## src/rtl/alu_operand_stage_if.sv

```systemverilog
// Bundle of ID/EX handshake, operand, forwarding and ALU-side signals for alu_operand_stage.
// slave: the stage itself; master: the decode/ALU environment driving it.
interface alu_operand_stage_if #(
  parameter int XLEN      = 64,
  parameter int REG_IDX_W = 5
);
  logic                 flush;
  logic                 in_valid;
  logic                 in_ready;
  logic [XLEN-1:0]      in_rs1_data;
  logic [XLEN-1:0]      in_rs2_data;
  logic [XLEN-1:0]      in_imm;
  logic                 in_alu_src;
  logic [1:0]           in_alu_op;
  logic [2:0]           in_funct3;
  logic                 in_funct7b5;
  logic [REG_IDX_W-1:0] in_rs1;
  logic [REG_IDX_W-1:0] in_rs2;
  logic [REG_IDX_W-1:0] in_rd;
  logic                 in_reg_write;
  logic                 exm_reg_write;
  logic [REG_IDX_W-1:0] exm_rd;
  logic [XLEN-1:0]      exm_data;
  logic                 wb_reg_write;
  logic [REG_IDX_W-1:0] wb_rd;
  logic [XLEN-1:0]      wb_data;
  logic                 out_valid;
  logic                 out_ready;
  logic [XLEN-1:0]      X;
  logic [XLEN-1:0]      Y;
  logic [3:0]           aluControl;
  logic [XLEN-1:0]      out_rs2_data;
  logic [REG_IDX_W-1:0] out_rd;
  logic                 out_reg_write;
  logic                 illegal_op;

  modport slave (
    input  flush, in_valid, in_rs1_data, in_rs2_data, in_imm, in_alu_src, in_alu_op,
           in_funct3, in_funct7b5, in_rs1, in_rs2, in_rd, in_reg_write,
           exm_reg_write, exm_rd, exm_data, wb_reg_write, wb_rd, wb_data, out_ready,
    output in_ready, out_valid, X, Y, aluControl, out_rs2_data, out_rd, out_reg_write,
           illegal_op
  );

  modport master (
    output flush, in_valid, in_rs1_data, in_rs2_data, in_imm, in_alu_src, in_alu_op,
           in_funct3, in_funct7b5, in_rs1, in_rs2, in_rd, in_reg_write,
           exm_reg_write, exm_rd, exm_data, wb_reg_write, wb_rd, wb_data, out_ready,
    input  in_ready, out_valid, X, Y, aluControl, out_rs2_data, out_rd, out_reg_write,
           illegal_op
  );
endinterface

```

## src/rtl/alu_operand_stage.sv

```systemverilog
// ID/EX stage feeding the 64-bit ALU: aluControl decode, operand select, registered outputs.
// Define ALU_FWD_EN to enable EX/MEM + MEM/WB forwarding and the held-entry WB snoop.
module alu_operand_stage #(
  parameter int XLEN      = 64,
  parameter int REG_IDX_W = 5
) (
  input  logic               clk,
  input  logic               rst_n,
  alu_operand_stage_if.slave bus
);
  typedef enum logic [3:0] {
    ALU_AND = 4'd0,
    ALU_OR  = 4'd1,
    ALU_ADD = 4'd2,
    ALU_SUB = 4'd6,
    ALU_ILL = 4'd15
  } alu_ctl_e;

  logic                 r_valid;
  logic [XLEN-1:0]      r_x;
  logic [XLEN-1:0]      r_y;
  logic [XLEN-1:0]      r_rs2_data;
  alu_ctl_e             r_ctl;
  logic [REG_IDX_W-1:0] r_rd;
  logic                 r_reg_write;
  logic                 r_illegal;

  alu_ctl_e             w_ctl;
  logic                 w_illegal;
  logic                 w_accept;
  logic [XLEN-1:0]      w_rs1_val;
  logic [XLEN-1:0]      w_rs2_val;

  assign bus.in_ready = !r_valid || bus.out_ready;
  assign w_accept     = bus.in_valid && bus.in_ready && !bus.flush;

  always_comb begin
    w_ctl = ALU_ILL;
    case (bus.in_alu_op)
      2'b00: w_ctl = ALU_ADD;
      2'b01: w_ctl = ALU_SUB;
      2'b10: begin
        case (bus.in_funct3)
          3'b000:  w_ctl = (bus.in_funct7b5 && !bus.in_alu_src) ? ALU_SUB : ALU_ADD;
          3'b111:  w_ctl = ALU_AND;
          3'b110:  w_ctl = ALU_OR;
          default: w_ctl = ALU_ILL;
        endcase
      end
      default: w_ctl = ALU_ILL;
    endcase
  end

  assign w_illegal = (w_ctl == ALU_ILL);

`ifdef ALU_FWD_EN
  logic [REG_IDX_W-1:0] r_rs1;
  logic [REG_IDX_W-1:0] r_rs2;
  logic                 r_alu_src;
  logic                 w_snoop_rs1;
  logic                 w_snoop_rs2;

  // EX/MEM wins over MEM/WB; x0 override is applied last so it beats both buses.
  always_comb begin
    w_rs1_val = bus.in_rs1_data;
    w_rs2_val = bus.in_rs2_data;
    if (bus.exm_reg_write && bus.exm_rd == bus.in_rs1)     w_rs1_val = bus.exm_data;
    else if (bus.wb_reg_write && bus.wb_rd == bus.in_rs1)  w_rs1_val = bus.wb_data;
    if (bus.exm_reg_write && bus.exm_rd == bus.in_rs2)     w_rs2_val = bus.exm_data;
    else if (bus.wb_reg_write && bus.wb_rd == bus.in_rs2)  w_rs2_val = bus.wb_data;
    if (bus.in_rs1 == '0) w_rs1_val = '0;
    if (bus.in_rs2 == '0) w_rs2_val = '0;
  end

  assign w_snoop_rs1 = bus.wb_reg_write && (bus.wb_rd != '0) && (bus.wb_rd == r_rs1);
  assign w_snoop_rs2 = bus.wb_reg_write && (bus.wb_rd != '0) && (bus.wb_rd == r_rs2);

  always_ff @(posedge clk) begin
    if (!rst_n) begin
      r_rs1     <= '0;
      r_rs2     <= '0;
      r_alu_src <= 1'b0;
    end else if (w_accept) begin
      r_rs1     <= bus.in_rs1;
      r_rs2     <= bus.in_rs2;
      r_alu_src <= bus.in_alu_src;
    end
  end
`else
  logic w_unused_fwd;
  assign w_unused_fwd = ^{bus.exm_reg_write, bus.exm_rd, bus.exm_data,
                          bus.wb_reg_write, bus.wb_rd, bus.wb_data};

  always_comb begin
    w_rs1_val = (bus.in_rs1 == '0) ? '0 : bus.in_rs1_data;
    w_rs2_val = (bus.in_rs2 == '0) ? '0 : bus.in_rs2_data;
  end
`endif

  always_ff @(posedge clk) begin
    if (!rst_n) begin
      r_valid     <= 1'b0;
      r_x         <= '0;
      r_y         <= '0;
      r_rs2_data  <= '0;
      r_ctl       <= ALU_ADD;
      r_rd        <= '0;
      r_reg_write <= 1'b0;
      r_illegal   <= 1'b0;
    end else if (bus.flush) begin
      r_valid     <= 1'b0;
      r_reg_write <= 1'b0;
    end else if (w_accept) begin
      r_valid     <= 1'b1;
      r_x         <= w_rs1_val;
      r_y         <= bus.in_alu_src ? bus.in_imm : w_rs2_val;
      r_rs2_data  <= w_rs2_val;
      r_ctl       <= w_ctl;
      r_rd        <= bus.in_rd;
      r_reg_write <= bus.in_reg_write && !w_illegal;
      r_illegal   <= w_illegal;
    end else if (bus.out_ready) begin
      r_valid <= 1'b0;
`ifdef ALU_FWD_EN
    end else if (r_valid) begin
      // Held entry picks up a late write-back so the ALU never sees a stale operand.
      if (w_snoop_rs1) r_x <= bus.wb_data;
      if (w_snoop_rs2) begin
        r_rs2_data <= bus.wb_data;
        if (!r_alu_src) r_y <= bus.wb_data;
      end
`endif
    end
  end

  assign bus.out_valid     = r_valid;
  assign bus.X             = r_x;
  assign bus.Y             = r_y;
  assign bus.aluControl    = r_ctl;
  assign bus.out_rs2_data  = r_rs2_data;
  assign bus.out_rd        = r_rd;
  assign bus.out_reg_write = r_reg_write;
  assign bus.illegal_op    = r_illegal;
endmodule
```

## src/flat_wrapper.sv

```systemverilog
// flat-port wrapper written by rule: the top's interface ports become plain ports
module alu_operand_stage_flat 
#(
  parameter int XLEN      = 64,
  parameter int REG_IDX_W = 5
)
  (clk, rst_n, bus_flush, bus_in_valid, bus_in_rs1_data, bus_in_rs2_data, bus_in_imm, bus_in_alu_src, bus_in_alu_op, bus_in_funct3, bus_in_funct7b5, bus_in_rs1, bus_in_rs2, bus_in_rd, bus_in_reg_write, bus_exm_reg_write, bus_exm_rd, bus_exm_data, bus_wb_reg_write, bus_wb_rd, bus_wb_data, bus_out_ready, bus_in_ready, bus_out_valid, bus_X, bus_Y, bus_aluControl, bus_out_rs2_data, bus_out_rd, bus_out_reg_write, bus_illegal_op);
  alu_operand_stage_if #(.XLEN(XLEN), .REG_IDX_W(REG_IDX_W)) bus_i ();
  input  logic clk;
  input  logic rst_n;
  input wire logic [$bits(bus_i.flush)-1:0] bus_flush;
  input wire logic [$bits(bus_i.in_valid)-1:0] bus_in_valid;
  input wire logic [$bits(bus_i.in_rs1_data)-1:0] bus_in_rs1_data;
  input wire logic [$bits(bus_i.in_rs2_data)-1:0] bus_in_rs2_data;
  input wire logic [$bits(bus_i.in_imm)-1:0] bus_in_imm;
  input wire logic [$bits(bus_i.in_alu_src)-1:0] bus_in_alu_src;
  input wire logic [$bits(bus_i.in_alu_op)-1:0] bus_in_alu_op;
  input wire logic [$bits(bus_i.in_funct3)-1:0] bus_in_funct3;
  input wire logic [$bits(bus_i.in_funct7b5)-1:0] bus_in_funct7b5;
  input wire logic [$bits(bus_i.in_rs1)-1:0] bus_in_rs1;
  input wire logic [$bits(bus_i.in_rs2)-1:0] bus_in_rs2;
  input wire logic [$bits(bus_i.in_rd)-1:0] bus_in_rd;
  input wire logic [$bits(bus_i.in_reg_write)-1:0] bus_in_reg_write;
  input wire logic [$bits(bus_i.exm_reg_write)-1:0] bus_exm_reg_write;
  input wire logic [$bits(bus_i.exm_rd)-1:0] bus_exm_rd;
  input wire logic [$bits(bus_i.exm_data)-1:0] bus_exm_data;
  input wire logic [$bits(bus_i.wb_reg_write)-1:0] bus_wb_reg_write;
  input wire logic [$bits(bus_i.wb_rd)-1:0] bus_wb_rd;
  input wire logic [$bits(bus_i.wb_data)-1:0] bus_wb_data;
  input wire logic [$bits(bus_i.out_ready)-1:0] bus_out_ready;
  output wire logic [$bits(bus_i.in_ready)-1:0] bus_in_ready;
  output wire logic [$bits(bus_i.out_valid)-1:0] bus_out_valid;
  output wire logic [$bits(bus_i.X)-1:0] bus_X;
  output wire logic [$bits(bus_i.Y)-1:0] bus_Y;
  output wire logic [$bits(bus_i.aluControl)-1:0] bus_aluControl;
  output wire logic [$bits(bus_i.out_rs2_data)-1:0] bus_out_rs2_data;
  output wire logic [$bits(bus_i.out_rd)-1:0] bus_out_rd;
  output wire logic [$bits(bus_i.out_reg_write)-1:0] bus_out_reg_write;
  output wire logic [$bits(bus_i.illegal_op)-1:0] bus_illegal_op;
  assign bus_i.flush = bus_flush;
  assign bus_i.in_valid = bus_in_valid;
  assign bus_i.in_rs1_data = bus_in_rs1_data;
  assign bus_i.in_rs2_data = bus_in_rs2_data;
  assign bus_i.in_imm = bus_in_imm;
  assign bus_i.in_alu_src = bus_in_alu_src;
  assign bus_i.in_alu_op = bus_in_alu_op;
  assign bus_i.in_funct3 = bus_in_funct3;
  assign bus_i.in_funct7b5 = bus_in_funct7b5;
  assign bus_i.in_rs1 = bus_in_rs1;
  assign bus_i.in_rs2 = bus_in_rs2;
  assign bus_i.in_rd = bus_in_rd;
  assign bus_i.in_reg_write = bus_in_reg_write;
  assign bus_i.exm_reg_write = bus_exm_reg_write;
  assign bus_i.exm_rd = bus_exm_rd;
  assign bus_i.exm_data = bus_exm_data;
  assign bus_i.wb_reg_write = bus_wb_reg_write;
  assign bus_i.wb_rd = bus_wb_rd;
  assign bus_i.wb_data = bus_wb_data;
  assign bus_i.out_ready = bus_out_ready;
  assign bus_in_ready = bus_i.in_ready;
  assign bus_out_valid = bus_i.out_valid;
  assign bus_X = bus_i.X;
  assign bus_Y = bus_i.Y;
  assign bus_aluControl = bus_i.aluControl;
  assign bus_out_rs2_data = bus_i.out_rs2_data;
  assign bus_out_rd = bus_i.out_rd;
  assign bus_out_reg_write = bus_i.out_reg_write;
  assign bus_illegal_op = bus_i.illegal_op;
  alu_operand_stage #(.XLEN(XLEN), .REG_IDX_W(REG_IDX_W)) u_core (.clk(clk), .rst_n(rst_n), .bus(bus_i));
endmodule
```

## config.mk

```make
export PLATFORM = sky130hd
export DESIGN_NAME = alu_operand_stage_flat
export DESIGN_NICKNAME = d
export VERILOG_FILES = /design/src/rtl/alu_operand_stage_if.sv /design/src/rtl/alu_operand_stage.sv /design/src/flat_wrapper.sv
export SDC_FILE = /design/constraint.sdc
export NUM_CORES = 1
export LEC_CHECK = 0
export ABC_AREA = 1
export BUFFER_PORTS_ARGS = -buffer_cell sky130_fd_sc_hd__clkbuf_2
export CAP_MARGIN = 20
export CELL_PAD_IN_SITES_DETAIL_PLACEMENT = 2
export CELL_PAD_IN_SITES_GLOBAL_PLACEMENT = 2
export CORE_AREA = 4 4 217 219
export CTS_BUF_LIST = sky130_fd_sc_hd__clkbuf_16
export CTS_CLUSTER_SIZE = 12
export DETAILED_ROUTE_END_ITERATION = 10
export DIE_AREA = 0 0 221 223
export HOLD_SLACK_MARGIN = 0.06
export PLACE_DENSITY = 0.75
export REMOVE_ABC_BUFFERS = 1
export SKIP_LAST_GASP = 1
export SLEW_MARGIN = 20
export SYNTH_ARGS = -nofsm -noshare
export SYNTH_HDL_FRONTEND = slang
export SYNTH_SLANG_ARGS = --single-unit
export TNS_END_PERCENT = 10
```

## constraint.sdc

```tcl
create_clock -name clk -period 1.8 [get_ports clk]
set_clock_uncertainty 0.1 [all_clocks]
set_input_delay 0.54 -clock clk [delete_from_list [all_inputs] [get_ports clk]]
set_output_delay 0.54 -clock clk [all_outputs]
set_load 0.01 [all_outputs]
```

* Word level (Yosys, flattened, before mapping)
Cells that the tools add are included.
** Storage, ports and cells
- Word-level logic and storage cells :: 39
- Output and inout port bits :: 205
- Bits of input ports :: 360
- Register bits after elaboration :: 204
** Operators by class
- Equal/unequal tests :: 5
- Multiplexer cells :: 8
- Bitwise logic cells :: 2
- Reductions and logical operators :: 16
** Operators with widths (number)
- 64-bit two-way mux :: 3
- 4-bit case mux with 3 select lines :: 2
- 5-bit logical NOT :: 2
- 3-bit equality test (second input constant) :: 2
- 4-bit equality test (second input constant) :: 1
- 1-bit logical AND :: 4
- 1-bit logical NOT :: 4
- 3-bit logical NOT :: 1
- 3-bit two-way mux :: 1
- 2-bit by 1-bit equality test with 1-bit output (second input constant) :: 1
- 2-bit equality test (second input constant) :: 1
- 2-bit logical NOT :: 1
- 1-bit two-way mux :: 2
- 1-bit NOT :: 2
- 2-bit AND reduction :: 1
- 2-bit nonzero test :: 1
- 2-bit OR reduction :: 1
- 1-bit logical OR :: 1

* Depth between registers and ports, before layout
Gate-level depths: netlist (run 1).
- Depth in word-level cells :: 8
- Mapped depth :: 8
- Mapped depth without buffers :: 7

* Least setup slack after synthesis (run 1)
OpenSTA, ideal clock, no wires.
- Path kind :: input to register
- From :: in bus_out_ready
- To :: reg u_core.r_rs2_data[38] (netlist: u_core.bus.out_rs2_data[38])
- Setup slack :: 0.315 ns
- Buffers on the path :: 2
- Stages on the path :: 8
- Data arrival time :: 1.268 ns
- Data required time :: 1.583 ns
- Library setup time :: 0.117 ns
- Cell sequence :: inv_2 > nand2_2 > nand2_2 > inv_2 > buf_6 > buf_4 > o21ai_0 > nor2_1
** Between the ends
- Word-level cells in the longest chain between the ends :: 4
** Ends and longest elaborated chain
- from (decl) :: line flat_wrapper.sv:30 : input wire logic [$bits(bus_i.out_ready)-1:0] bus_out_ready;
- 1-bit logical OR :: line alu_operand_stage.sv:34 : assign bus.in_ready = !r_valid || bus.out_ready;
- net bus_in_ready :: line flat_wrapper.sv:31 : output wire logic [$bits(bus_i.in_ready)-1:0] bus_in_ready;
- 1-bit logical AND (2 in series) :: line alu_operand_stage.sv:35 : assign w_accept = bus.in_valid && bus.in_ready && !bus.flush;
- 2-bit AND reduction (no line)
- to (signal assigned) :: line alu_operand_stage.sv:117 : r_rs2_data <= w_rs2_val;
- to (decl) :: line alu_operand_stage.sv:22 : logic [XLEN-1:0] r_rs2_data;
The timed path passes the listed nets, and every way through them passes these cells.
A chain may end at the register's enable or synchronous reset.

* Worst setup path in the final report (run 1)
- From :: reg u_core.r_y[11] (netlist: u_core.bus.Y[11])
- To :: out bus_Y[11]
** RTL lines
- from (decl) :: line alu_operand_stage.sv:21 : logic [XLEN-1:0] r_y;
- from (signal assigned) :: line alu_operand_stage.sv:116 : r_y <= bus.in_alu_src ? bus.in_imm : w_rs2_val;
- to (decl) :: line flat_wrapper.sv:34 : output wire logic [$bits(bus_i.Y)-1:0] bus_Y;
No word-level cell between the ends.

==> impl_metrics.xml, run 1 <==
<?xml version="1.0" encoding="UTF-8"?>
<metrics>
  <group name="run_status">
    <metric name="outcome" unit="">finished clean</metric>
  </group>
  <group name="route">
    <metric name="drt_pass1_iterations" unit="">4</metric>
    <metric name="drtIter0Drc" unit="">342</metric>
    <metric name="post_drt_wl_per_cell" unit="um">18.49</metric>
    <metric name="vias_per_cell" unit="">4.490</metric>
    <metric name="drt_wl_total" unit="um">37470</metric>
    <metric name="post-route-drc-count" unit="">0</metric>
    <metric name="vias" unit="">9097</metric>
    <metric name="antenna_left" unit="">0</metric>
  </group>
  <group name="synth">
    <metric name="synth.yosys.seq_area_share" unit="%">51.55</metric>
    <metric name="yosysWarningCount" unit="">0</metric>
    <metric name="post_synth_main_area_contributors" unit="">sky130_fd_sc_hd__dfxtp_1, sky130_fd_sc_hd__a21oi_1, sky130_fd_sc_hd__o21ai_1</metric>
    <metric name="syn-cell-area" unit="sq um">7923</metric>
    <metric name="synth_top_cell_area_share" unit="%">51.55</metric>
    <metric name="ys_seq_elements" unit="">204</metric>
    <metric name="ys_types" unit="">19</metric>
    <metric name="synth_area_per_cell" unit="sq um">7.852</metric>
    <metric name="synth_top_area_cell" unit="">sky130_fd_sc_hd__dfxtp_1</metric>
    <metric name="syn-instance-count" unit="">1009</metric>
  </group>
  <group name="sta">
    <metric name="slew_violations" unit="">0</metric>
    <metric name="transition_time_at_the_pin_with_the_least_slew_margin" unit="ps">534.5</metric>
    <metric name="setup_viol" unit="">0</metric>
    <metric name="fmax" unit="MHz">579.7</metric>
    <metric name="period_minus_slack" unit="ps">1725</metric>
    <metric name="layout_worst_path_cycle_share" unit="%">95.83</metric>
    <metric name="final-hold-violation-count" unit="">0</metric>
    <metric name="slew_headroom" unit="%">64.36</metric>
    <metric name="grt_setup_unrepaired" unit="">false</metric>
  </group>
  <group name="clock_network">
    <metric name="cts_num_sinks" unit="">204</metric>
    <metric name="cts.htree.levels" unit="">1</metric>
    <metric name="tritoncts.num_buffers" unit="">25</metric>
    <metric name="tritoncts_clock_tree" unit="">yes</metric>
    <metric name="path_clk_slew" unit="ps">60</metric>
    <metric name="cts_buffer_depth" unit="">3</metric>
    <metric name="worstSkewPairLatency" unit="ps">530</metric>
    <metric name="cts-root-buf" unit="">sky130_fd_sc_hd__clkbuf_16</metric>
    <metric name="cts_hold_buf" unit="">0</metric>
  </group>
  <group name="placement">
    <metric name="place.gp.congestion" unit="">0.7846</metric>
    <metric name="placement.cell_area" unit="sq um">10980</metric>
    <metric name="dpl.hpwl" unit="um">27390</metric>
    <metric name="number_of_port_buffers" unit="">424</metric>
  </group>
  <group name="finish">
    <metric name="fillerInstances" unit="">5336</metric>
    <metric name="syn_to_final_growth" unit="%">47.39</metric>
    <metric name="stdcell_area" unit="sq um">11680</metric>
    <metric name="area_taken_by_multi_input_logic_gates" unit="sq um">3324</metric>
    <metric name="layout.area.seq" unit="sq um">4085</metric>
    <metric name="num-nets-final" unit="">1774</metric>
    <metric name="post-route-util" unit="%">25.90</metric>
    <metric name="post_route_cells_drive_above_1_share" unit="%">36.00</metric>
  </group>
  <group name="floorplanning">
    <metric name="placementRows" unit="">78</metric>
    <metric name="floorplan.die.height" unit="um">223</metric>
    <metric name="die_w" unit="um">221</metric>
    <metric name="initial_core_util" unit="%">17.57</metric>
    <metric name="top_level_ports" unit="">565</metric>
    <metric name="core_area" unit="sq um">45090</metric>
    <metric name="dieArea" unit="sq um">49280</metric>
  </group>
  <group name="global_route">
    <metric name="grt_use_met3" unit="%">5.342</metric>
    <metric name="gr-max-usage-layer" unit="">met2</metric>
    <metric name="grt-ovfl-total" unit="">0</metric>
    <metric name="grt_use_met2" unit="%">26.01</metric>
    <metric name="gr-usage-all-layers" unit="%">14.34</metric>
    <metric name="grt_start_max_net_pins" unit="">102</metric>
    <metric name="first_global_vias" unit="">10120</metric>
    <metric name="grt.met1_usage" unit="%">16.15</metric>
    <metric name="number_of_antenna_violations_at_the_first_check_in_global_routing" unit="">0</metric>
    <metric name="first_pass_grt_wire_length" unit="um">58170</metric>
  </group>
  <group name="power_and_ir_drop">
    <metric name="ir_worst_vdd" unit="uV">758.1</metric>
    <metric name="power_density_over_the_cells" unit="nW/um^2">956.9</metric>
    <metric name="power_leakage" unit="nW">5.422</metric>
  </group>
  <group name="critical_path">
    <metric name="cp_num_buf_inv" unit="">1</metric>
    <metric name="reg2reg_depth" unit="">6</metric>
    <metric name="critical_path_peak_fanout" unit="">2</metric>
    <metric name="critPathTopFamily" unit="">flip-flops</metric>
    <metric name="cp_data_arrival_time" unit="ps">1080</metric>
    <metric name="critical_path.reg2reg.endpoint" unit="">u_core.bus.Y[39]</metric>
    <metric name="critPathSlowestCell" unit="">sky130_fd_sc_hd__dfxtp_1</metric>
    <metric name="worstPathCellList" unit="">clkbuf_2</metric>
    <metric name="timing.reg2reg.setup_slack" unit="ps">180</metric>
    <metric name="critPathKind" unit="">reg -&gt; out</metric>
    <metric name="critical_path_required" unit="ps">1160</metric>
    <metric name="critical-path-max-stage-delay" unit="ps">380</metric>
    <metric name="critPathCaptureType" unit="">primary output</metric>
    <metric name="crit-reg2reg-launch" unit="">u_core.bus.out_valid</metric>
    <metric name="worst_setup_path_start_kind" unit="">register</metric>
  </group>
  <group name="hold_path">
    <metric name="min_path_cells" unit="">3</metric>
    <metric name="worstHoldStart" unit="">bus_in_rs1_data[39]</metric>
    <metric name="hold_class" unit="">in -&gt; reg</metric>
    <metric name="timing.hold.worst_endpoint" unit="">u_core.bus.X[39]</metric>
  </group>
  <group name="run">
    <metric name="timing.max_cap.violations" unit="">0</metric>
  </group>
</metrics>
-- worst max path at each step --
stage | from | to | slack (ps) | cells after the start
final | u_core.bus.Y[11] | bus_Y[11] | 80 | 1
after global placement | bus_in_rs2[3] | u_core.bus.out_rs2_data[40] | -10 | 8
after global routing | u_core.bus.Y[11] | bus_Y[11] | 20 | 1
after floorplan | bus_out_ready | u_core.bus.X[50] | -3110 | 6
after detailed placement | bus_in_rs2[3] | u_core.bus.out_rs2_data[40] | -70 | 8
after CTS | u_core.bus.Y[11] | bus_Y[11] | 30 | 1
-- metal layers --
metal  part of all wire, %  wire length, um  up-vias
li1                      -                -     4309
met1                    40            14990     4432
met2                    50            18550      314
met3                   8.3             3113       42
met4                   2.2              819        0
met5                     0                0        -
-- stage by stage --
stage	setup TNS (ps)	total power [mW]	hold WS (ps)	setup slack, ps	instances
2_1_floorplan	-618410	5.783	387.0	-3112	909
3_5_place_dp	-362.0	6.877	374.3	-67.77	1986
5_1_grt	0	11.77	126.4	24.12	2025
4_1_cts	0	11.39	104.4	25.18	2025
3_3_place_gp	-11.46	6.798	355.6	-11.46	1986
6_report	0	11.17	138.5	75.02	2026
-- cell usage after synthesis --
cell type	instances
sky130_fd_sc_hd__a21oi_1	260
sky130_fd_sc_hd__dfxtp_1	204
sky130_fd_sc_hd__nor2_1	146
sky130_fd_sc_hd__o21ai_1	130
sky130_fd_sc_hd__o21ai_0	72
sky130_fd_sc_hd__nand3_1	65
sky130_fd_sc_hd__buf_2	44
sky130_fd_sc_hd__clkbuf_1	31
sky130_fd_sc_hd__buf_4	17
sky130_fd_sc_hd__nand2_1	14
sky130_fd_sc_hd__buf_1	6
sky130_fd_sc_hd__inv_1	6
sky130_fd_sc_hd__nor3_1	4
sky130_fd_sc_hd__inv_2	3
sky130_fd_sc_hd__buf_6	2
sky130_fd_sc_hd__nand2_2	2
sky130_fd_sc_hd__and2_1	1
sky130_fd_sc_hd__nor2_4	1
sky130_fd_sc_hd__o211ai_1	1
-- what timing repair did --
item,4_1_cts,5_1_grt
resized for setup,3,0
endpoints found under the setup margin,1,0
buffers inserted,1,0
endpoints found under the hold margin,0,0
-- sequential cells by signal (all words and copies together), names as in the netlist --
register and flops:
u_core.bus.X 64, u_core.bus.out_valid 1, u_core.bus.aluControl 4, u_core.bus.Y 64, u_core.bus.out_reg_write 1, u_core.bus.out_rs2_data 64, u_core.bus.out_rd 5, u_core.bus.illegal_op 1
-- power by group --
group / internal [mW] / switching (mW)
Clock: 2.46 / 1.94
Combinational: 0.732 / 1.03
Sequential: 4.83 / 0.173
-- layout by cell type, fill, tap and decap left out, types with 12 or more instances in the layout --
cell type,n
sky130_fd_sc_hd__clkbuf_16,25
sky130_fd_sc_hd__nor2_1,146
sky130_fd_sc_hd__dfxtp_1,203
sky130_fd_sc_hd__o21ai_1,130
sky130_fd_sc_hd__buf_4,34
sky130_fd_sc_hd__nand3_1,65
sky130_fd_sc_hd__o21ai_0,72
sky130_fd_sc_hd__inv_1,15
sky130_fd_sc_hd__a21oi_1,260
sky130_fd_sc_hd__buf_12,21
sky130_fd_sc_hd__nand2_1,12
sky130_fd_sc_hd__clkbuf_2,422
-- kinds of logic after synthesis --
logic type             after synthesis  share of synthesized area [%]
AO/OA/AOI/OAI                      463                          29.28
flip-flops                         204                          51.55
buffers and inverters              109                          6.854
AND/OR/NAND/NOR                    233                          12.32
-- area by class of cell --
type | count | area share, %
Tap cell | 600 | 6.429
Timing Repair Buffer | 478 | 23.99
Inverter | 9 | 0.3322
Multi-Input combinational cell | 696 | 28.47
Antenna cell | 1 | 0.02143
Clock buffer | 25 | 5.357
Clock inverter | 13 | 0.4179
Sequential cell | 204 | 34.98
Note: power is estimated with default switching activity, not from simulation.
==> inputs of run 2 (changes only) <==
Settings changed: PLACE_DENSITY 0.75 to 0.72, SKIP_CTS_REPAIR_TIMING set to 1.
==> run 2 against run 1 <==
Count of clock-buffer cells in the layout up 2. Fmax down 0.88%. Core utilization up 0.40 points. Final cell count up 0.74%. Die area unchanged. Non-clock buffer count up 10. Hold slack worse by 3.1 ps. First-iteration DRC count down 23%. Clock power up 5.9%. Sequential power about the same. Routed wire length up 1.1%. Global-route usage up 0.21 points. Critical endpoint is now bus_out_rs2_data[52]. Highest routed layer unchanged.
==> impl_metrics.xml, run 2 (synthesized netlist as in run 1, its figures left out) <==
<?xml version="1.0" encoding="UTF-8"?>
<metrics>
  <group name="clock_network">
    <metric name="cts_num_sinks" unit="">204</metric>
    <metric name="cts.htree.levels" unit="">1</metric>
    <metric name="cts_buffer_depth" unit="">3</metric>
    <metric name="tritoncts_clock_tree" unit="">yes</metric>
    <metric name="tritoncts.num_buffers" unit="">26</metric>
    <metric name="cts-root-buf" unit="">sky130_fd_sc_hd__clkbuf_16</metric>
    <metric name="worstSkewPairLatency" unit="ps">540</metric>
    <metric name="path_clk_slew" unit="ps">60</metric>
  </group>
  <group name="finish">
    <metric name="most_common_library_cell_in_the_layout_ignoring_fill_and_taps" unit="">sky130_fd_sc_hd__clkbuf_2</metric>
    <metric name="most_used_cells_in_the_layout_excluding_fill_and_tap_cells" unit="">sky130_fd_sc_hd__clkbuf_2, sky130_fd_sc_hd__a21oi_1, sky130_fd_sc_hd__dfxtp_1, sky130_fd_sc_hd__nor2_1, sky130_fd_sc_hd__o21ai_1</metric>
    <metric name="antenna_cells_inserted" unit="">0</metric>
    <metric name="syn_to_final_growth" unit="%">49.68</metric>
    <metric name="stdcell_area" unit="sq um">11860</metric>
    <metric name="num-nets-final" unit="">1785</metric>
    <metric name="stdcell_count" unit="">2041</metric>
    <metric name="post_route_cells_drive_above_1_share" unit="%">36.57</metric>
  </group>
  <group name="placement">
    <metric name="number_of_port_buffers" unit="">424</metric>
    <metric name="place.gp.congestion" unit="">0.7802</metric>
    <metric name="dp_cells" unit="">1997</metric>
    <metric name="placement.cell_area" unit="sq um">11100</metric>
    <metric name="dpl.hpwl" unit="um">27890</metric>
  </group>
  <group name="floorplanning">
    <metric name="top_level_ports" unit="">565</metric>
    <metric name="die_w" unit="um">221</metric>
    <metric name="floorplan.die.height" unit="um">223</metric>
    <metric name="dieArea" unit="sq um">49280</metric>
    <metric name="core_area" unit="sq um">45090</metric>
    <metric name="initial_core_util" unit="%">17.57</metric>
    <metric name="placementRows" unit="">78</metric>
  </group>
  <group name="global_route">
    <metric name="number_of_antenna_violations_at_the_first_check_in_global_routing" unit="">0</metric>
    <metric name="first_pass_grt_wire_length" unit="um">58730</metric>
    <metric name="gr-usage-all-layers" unit="%">14.55</metric>
    <metric name="grt-ovfl-total" unit="">0</metric>
    <metric name="grt_start_max_net_pins" unit="">98</metric>
    <metric name="first_global_vias" unit="">10160</metric>
  </group>
  <group name="critical_path">
    <metric name="critPathCaptureType" unit="">primary output</metric>
    <metric name="cp_data_arrival_time" unit="ps">1100</metric>
    <metric name="critPathTopFamily" unit="">flip-flops</metric>
    <metric name="critical-path-max-stage-delay" unit="ps">390</metric>
    <metric name="worstPathCellList" unit="">clkbuf_2</metric>
    <metric name="critical_path_required" unit="ps">1160</metric>
    <metric name="critical_path_peak_fanout" unit="">2</metric>
    <metric name="critPathKind" unit="">reg -&gt; out</metric>
    <metric name="critPathSlowestCell" unit="">sky130_fd_sc_hd__dfxtp_1</metric>
    <metric name="cp_num_buf_inv" unit="">1</metric>
    <metric name="worst_setup_path_start_kind" unit="">register</metric>
  </group>
  <group name="route">
    <metric name="drt_pass1_iterations" unit="">4</metric>
    <metric name="vias_per_cell" unit="">4.465</metric>
    <metric name="vias" unit="">9113</metric>
    <metric name="drt_wl_total" unit="um">37880</metric>
    <metric name="post-route-drc-count" unit="">0</metric>
    <metric name="drtIter0Drc" unit="">264</metric>
    <metric name="post_drt_wl_per_cell" unit="um">18.56</metric>
    <metric name="antenna_left" unit="">0</metric>
  </group>
  <group name="power_and_ir_drop">
    <metric name="power_leakage" unit="nW">5.516</metric>
    <metric name="fin_total_pwr" unit="mW">11.47</metric>
    <metric name="ir_worst_vdd" unit="uV">565.0</metric>
    <metric name="power_density_over_the_cells" unit="nW/um^2">967.4</metric>
  </group>
  <group name="run_status">
    <metric name="outcome" unit="">finished clean</metric>
  </group>
  <group name="sta">
    <metric name="period_minus_slack" unit="ps">1740</metric>
    <metric name="layout_worst_path_cycle_share" unit="%">96.69</metric>
    <metric name="setup_viol" unit="">0</metric>
    <metric name="final-hold-violation-count" unit="">0</metric>
    <metric name="grt_setup_unrepaired" unit="">false</metric>
    <metric name="transition_time_at_the_pin_with_the_least_slew_margin" unit="ps">480.3</metric>
    <metric name="fmax" unit="MHz">574.6</metric>
    <metric name="slew_headroom" unit="%">67.98</metric>
    <metric name="whs" unit="ps">135.4</metric>
    <metric name="slew_violations" unit="">0</metric>
  </group>
  <group name="hold_path">
    <metric name="hold_class" unit="">in -&gt; reg</metric>
  </group>
  <group name="run">
    <metric name="timing.max_cap.violations" unit="">0</metric>
  </group>
</metrics>
run 2: cell types whose count changed in the layout (fill, tap and decap cells not counted):
| cell | change |
|---|---|
| sky130_fd_sc_hd__buf_4 | +7 |
| sky130_fd_sc_hd__buf_12 | +3 |
| sky130_fd_sc_hd__buf_6 | +2 |
| sky130_fd_sc_hd__clkbuf_16 | +2 |
| sky130_fd_sc_hd__clkinv_1 | +2 |
| sky130_fd_sc_hd__clkinv_2 | +2 |
| sky130_fd_sc_hd__clkbuf_2 | -1 |
| sky130_fd_sc_hd__clkbuf_8 | -1 |
| sky130_fd_sc_hd__diode_2 | -1 |
run 2: layout make-up:
| class | instances | area, sq um |
|---|---|---|
| Multi-Input combinational cell | 696 | 3324 |
| Fill cell | 5417 | 33230 |
| Timing Repair Buffer | 488 | 2918 |
| Clock inverter | 17 | 66.31 |
| Inverter | 9 | 38.79 |
| Sequential cell | 204 | 4085 |
| Tap cell | 600 | 750.7 |
| Clock buffer | 27 | 675.6 |
run 2: path summary, 6_finish.rpt:
kind / start / to / slack, ps / cells after the start
max: u_core.bus.out_rs2_data[52] / bus_out_rs2_data[52] / 60 / 1
min: bus_in_rs1_data[20] / u_core.bus.X[20] / 140 / 3
max reg2reg: u_core.bus.out_valid / u_core.bus.Y[61] / 280 / 8
min reg2reg: u_core.bus.out_reg_write / u_core.bus.out_reg_write / 370 / 2
run 2: power breakdown:
part | switching [mW] | leakage [nW] | total, mW | internal [mW]
registers | 0.170 | 1.68 | 5.00 | 4.83
clock network | 2.00 | 0.402 | 4.66 | 2.66
logic | 1.05 | 3.43 | 1.81 | 0.766
total | 3.22 | 5.52 | 11.5 | 8.26
run 2: metrics by stage:
stage | setup WS [ps] | util, % | TNS [ps]
floorplan | -3112 | - | -618410
CTS | -169.1 | 26.27 | -176.9
finish | 59.63 | 26.30 | 0
global route | 5.993 | 26.30 | 0
global placement | -68.65 | 24.63 | -112.6
detailed placement | -70.65 | 24.63 | -740.2
run 2: layer usage:
layer	vias to the layer above	routed length [um]	part of all wire (%)	global-route usage [%]
li1	4335	-	-	-
met1	4412	15390	41	16.74
met2	318	18270	48	25.61
met3	48	3324	8.8	5.645
met4	0	892	2.4	3.342
met5	-	0	0	0
==> inputs of run 3 (changes only) <==
Settings changed: PLACE_DENSITY 0.72 to not set, PLACE_DENSITY_LB_ADDON set to 0.1.
==> run 3 against run 2 <==
Combinational power hardly changed. Sequential share of layout area is 0.088 points higher. Clock power up 11%. Die area is the same. Sequential cell count stayed put. Non-clock buffer count decreased by 10. Core utilization decreased by 0.067 points. Sequential power about the same. Count of clock-buffer cells in the layout rose by 2. Total power rose by 4.0%. Global-route usage is 1.3 points higher.
==> impl_metrics.xml, run 3 (synthesized netlist as in run 1, its figures left out) <==
<?xml version="1.0" encoding="UTF-8"?>
<metrics>
  <group name="route">
    <metric name="antenna_left" unit="">0</metric>
    <metric name="vias" unit="">8933</metric>
    <metric name="drtIter0Drc" unit="">233</metric>
    <metric name="vias_per_cell" unit="">4.381</metric>
    <metric name="post_drt_wl_per_cell" unit="um">19.99</metric>
    <metric name="drt_wl_total" unit="um">40760</metric>
    <metric name="post-route-drc-count" unit="">0</metric>
    <metric name="drt_pass1_iterations" unit="">4</metric>
  </group>
  <group name="critical_path">
    <metric name="worstPathCellList" unit="">clkbuf_2</metric>
    <metric name="critPathTopFamily" unit="">flip-flops</metric>
    <metric name="critical_path_required" unit="ps">1160</metric>
    <metric name="critical-path-max-stage-delay" unit="ps">340</metric>
    <metric name="crit-reg2reg-launch" unit="">u_core.bus.out_valid</metric>
    <metric name="critical_path_peak_fanout" unit="">2</metric>
    <metric name="critPathSlowestCell" unit="">sky130_fd_sc_hd__dfxtp_1</metric>
    <metric name="critPathKind" unit="">reg -&gt; out</metric>
    <metric name="critPathCaptureType" unit="">primary output</metric>
    <metric name="worst_setup_path_start_kind" unit="">register</metric>
    <metric name="cp_data_arrival_time" unit="ps">1070</metric>
    <metric name="cp_num_buf_inv" unit="">1</metric>
    <metric name="critical_path.startpoint" unit="">u_core.bus.out_rs2_data[21]</metric>
  </group>
  <group name="global_route">
    <metric name="number_of_antenna_violations_at_the_first_check_in_global_routing" unit="">6</metric>
    <metric name="grt-ovfl-total" unit="">0</metric>
    <metric name="gr-usage-all-layers" unit="%">15.80</metric>
    <metric name="first_pass_grt_wire_length" unit="um">61830</metric>
    <metric name="grt_start_max_net_pins" unit="">55</metric>
    <metric name="first_global_vias" unit="">9697</metric>
  </group>
  <group name="finish">
    <metric name="most_common_library_cell_in_the_layout_ignoring_fill_and_taps" unit="">sky130_fd_sc_hd__clkbuf_2</metric>
    <metric name="post_route_cells_drive_above_1_share" unit="%">36.23</metric>
    <metric name="fillerInstances" unit="">5386</metric>
    <metric name="stdcell_count" unit="">2039</metric>
    <metric name="syn_to_final_growth" unit="%">49.30</metric>
    <metric name="most_used_cells_in_the_layout_excluding_fill_and_tap_cells" unit="">sky130_fd_sc_hd__clkbuf_2, sky130_fd_sc_hd__a21oi_1, sky130_fd_sc_hd__dfxtp_1, sky130_fd_sc_hd__nor2_1, sky130_fd_sc_hd__o21ai_1</metric>
    <metric name="num-nets-final" unit="">1778</metric>
  </group>
  <group name="placement">
    <metric name="place.gp.congestion" unit="">0.7383</metric>
    <metric name="dpl.hpwl" unit="um">30050</metric>
    <metric name="number_of_port_buffers" unit="">424</metric>
    <metric name="dp_cells" unit="">1987</metric>
  </group>
  <group name="clock_network">
    <metric name="worstSkewPairLatency" unit="ps">540</metric>
    <metric name="cts.htree.levels" unit="">1</metric>
    <metric name="cts_buffer_depth" unit="">3</metric>
    <metric name="cts-root-buf" unit="">sky130_fd_sc_hd__clkbuf_16</metric>
    <metric name="tritoncts_clock_tree" unit="">yes</metric>
    <metric name="cts_num_sinks" unit="">204</metric>
    <metric name="path_clk_slew" unit="ps">60</metric>
    <metric name="tritoncts.num_buffers" unit="">29</metric>
  </group>
  <group name="floorplanning">
    <metric name="initial_core_util" unit="%">17.57</metric>
    <metric name="dieArea" unit="sq um">49280</metric>
    <metric name="die_w" unit="um">221</metric>
    <metric name="placementRows" unit="">78</metric>
    <metric name="core_area" unit="sq um">45090</metric>
    <metric name="top_level_ports" unit="">565</metric>
    <metric name="floorplan.die.height" unit="um">223</metric>
  </group>
  <group name="sta">
    <metric name="grt_setup_unrepaired" unit="">false</metric>
    <metric name="final-hold-violation-count" unit="">0</metric>
    <metric name="layout_worst_path_cycle_share" unit="%">94.85</metric>
    <metric name="period_minus_slack" unit="ps">1707</metric>
    <metric name="slew_violations" unit="">0</metric>
    <metric name="whs" unit="ps">121.1</metric>
    <metric name="setup_viol" unit="">0</metric>
    <metric name="fmax" unit="MHz">585.7</metric>
    <metric name="transition_time_at_the_pin_with_the_least_slew_margin" unit="ps">337.1</metric>
    <metric name="slew_headroom" unit="%">77.36</metric>
  </group>
  <group name="power_and_ir_drop">
    <metric name="fin_total_pwr" unit="mW">11.93</metric>
    <metric name="power_leakage" unit="nW">5.494</metric>
    <metric name="power_density_over_the_cells" unit="nW/um^2">1009</metric>
    <metric name="ir_worst_vdd" unit="uV">568.6</metric>
  </group>
  <group name="run">
    <metric name="timing.max_cap.violations" unit="">0</metric>
  </group>
  <group name="hold_path">
    <metric name="hold_class" unit="">in -&gt; reg</metric>
    <metric name="worstHoldStart" unit="">bus_in_rs1_data[46]</metric>
  </group>
  <group name="run_status">
    <metric name="outcome" unit="">finished clean</metric>
  </group>
</metrics>
run 3: changes by cell type in the layout (fill, tap and decap cells not counted), sizes merged:
cell	change
inv	-1
bufinv	+1
buf	-11
clkbuf	+3
diode	+1
clkinv	+5
run 3: per-layer routing:
metal	share of wire (%)	routed length [um]	global-route usage (%)	up-vias
met5	0.11	45	0	-
met3	8.0	3257	6.171	49
met2	47	19010	26.06	248
met1	44	17820	19.96	4293
li1	-	-	-	4335
met4	1.5	627	2.637	8
run 3: final timing paths:
check | end | slack (ps) | cells after the start
setup / recovery | bus_out_rs2_data[21] | 90 | 1
hold / removal | u_core.bus.X[46] | 120 | 3
hold reg to reg | u_core.bus.out_reg_write | 370 | 2
setup reg to reg | u_core.bus.Y[23] | 310 | 7
run 3: layout make-up:
class,instances,area (sq um),area share (%)
Clock buffer,29,725.7,6.135
Multi-Input combinational cell,696,3319,28.06
Clock inverter,22,116.4,0.9837
Timing Repair Buffer,478,2790,23.59
Inverter,9,38.79,0.3279
Antenna cell,1,2.502,0.02116
Sequential cell,204,4085,34.54
Tap cell,600,750.7,6.347
run 3: power by group:
part | switching (mW) | leakage, nW | internal (mW)
clock | 2.14 | 0.445 | 3.01
combinational | 1.04 | 3.37 | 0.739
sequential | 0.160 | 1.68 | 4.83
run 3: per-stage QoR:
stage	instance area, sq um	setup TNS [ps]	utilization, %	setup WS, ps
floorplan	7413	-618410	-	-3112
global placement	10980	-7.859	24.35	-7.859
detailed placement	10980	-67.29	24.35	-28.79
CTS	11820	-177.7	26.21	-177.7
global route	11830	0	26.23	7.070
finish	11830	0	26.23	92.67
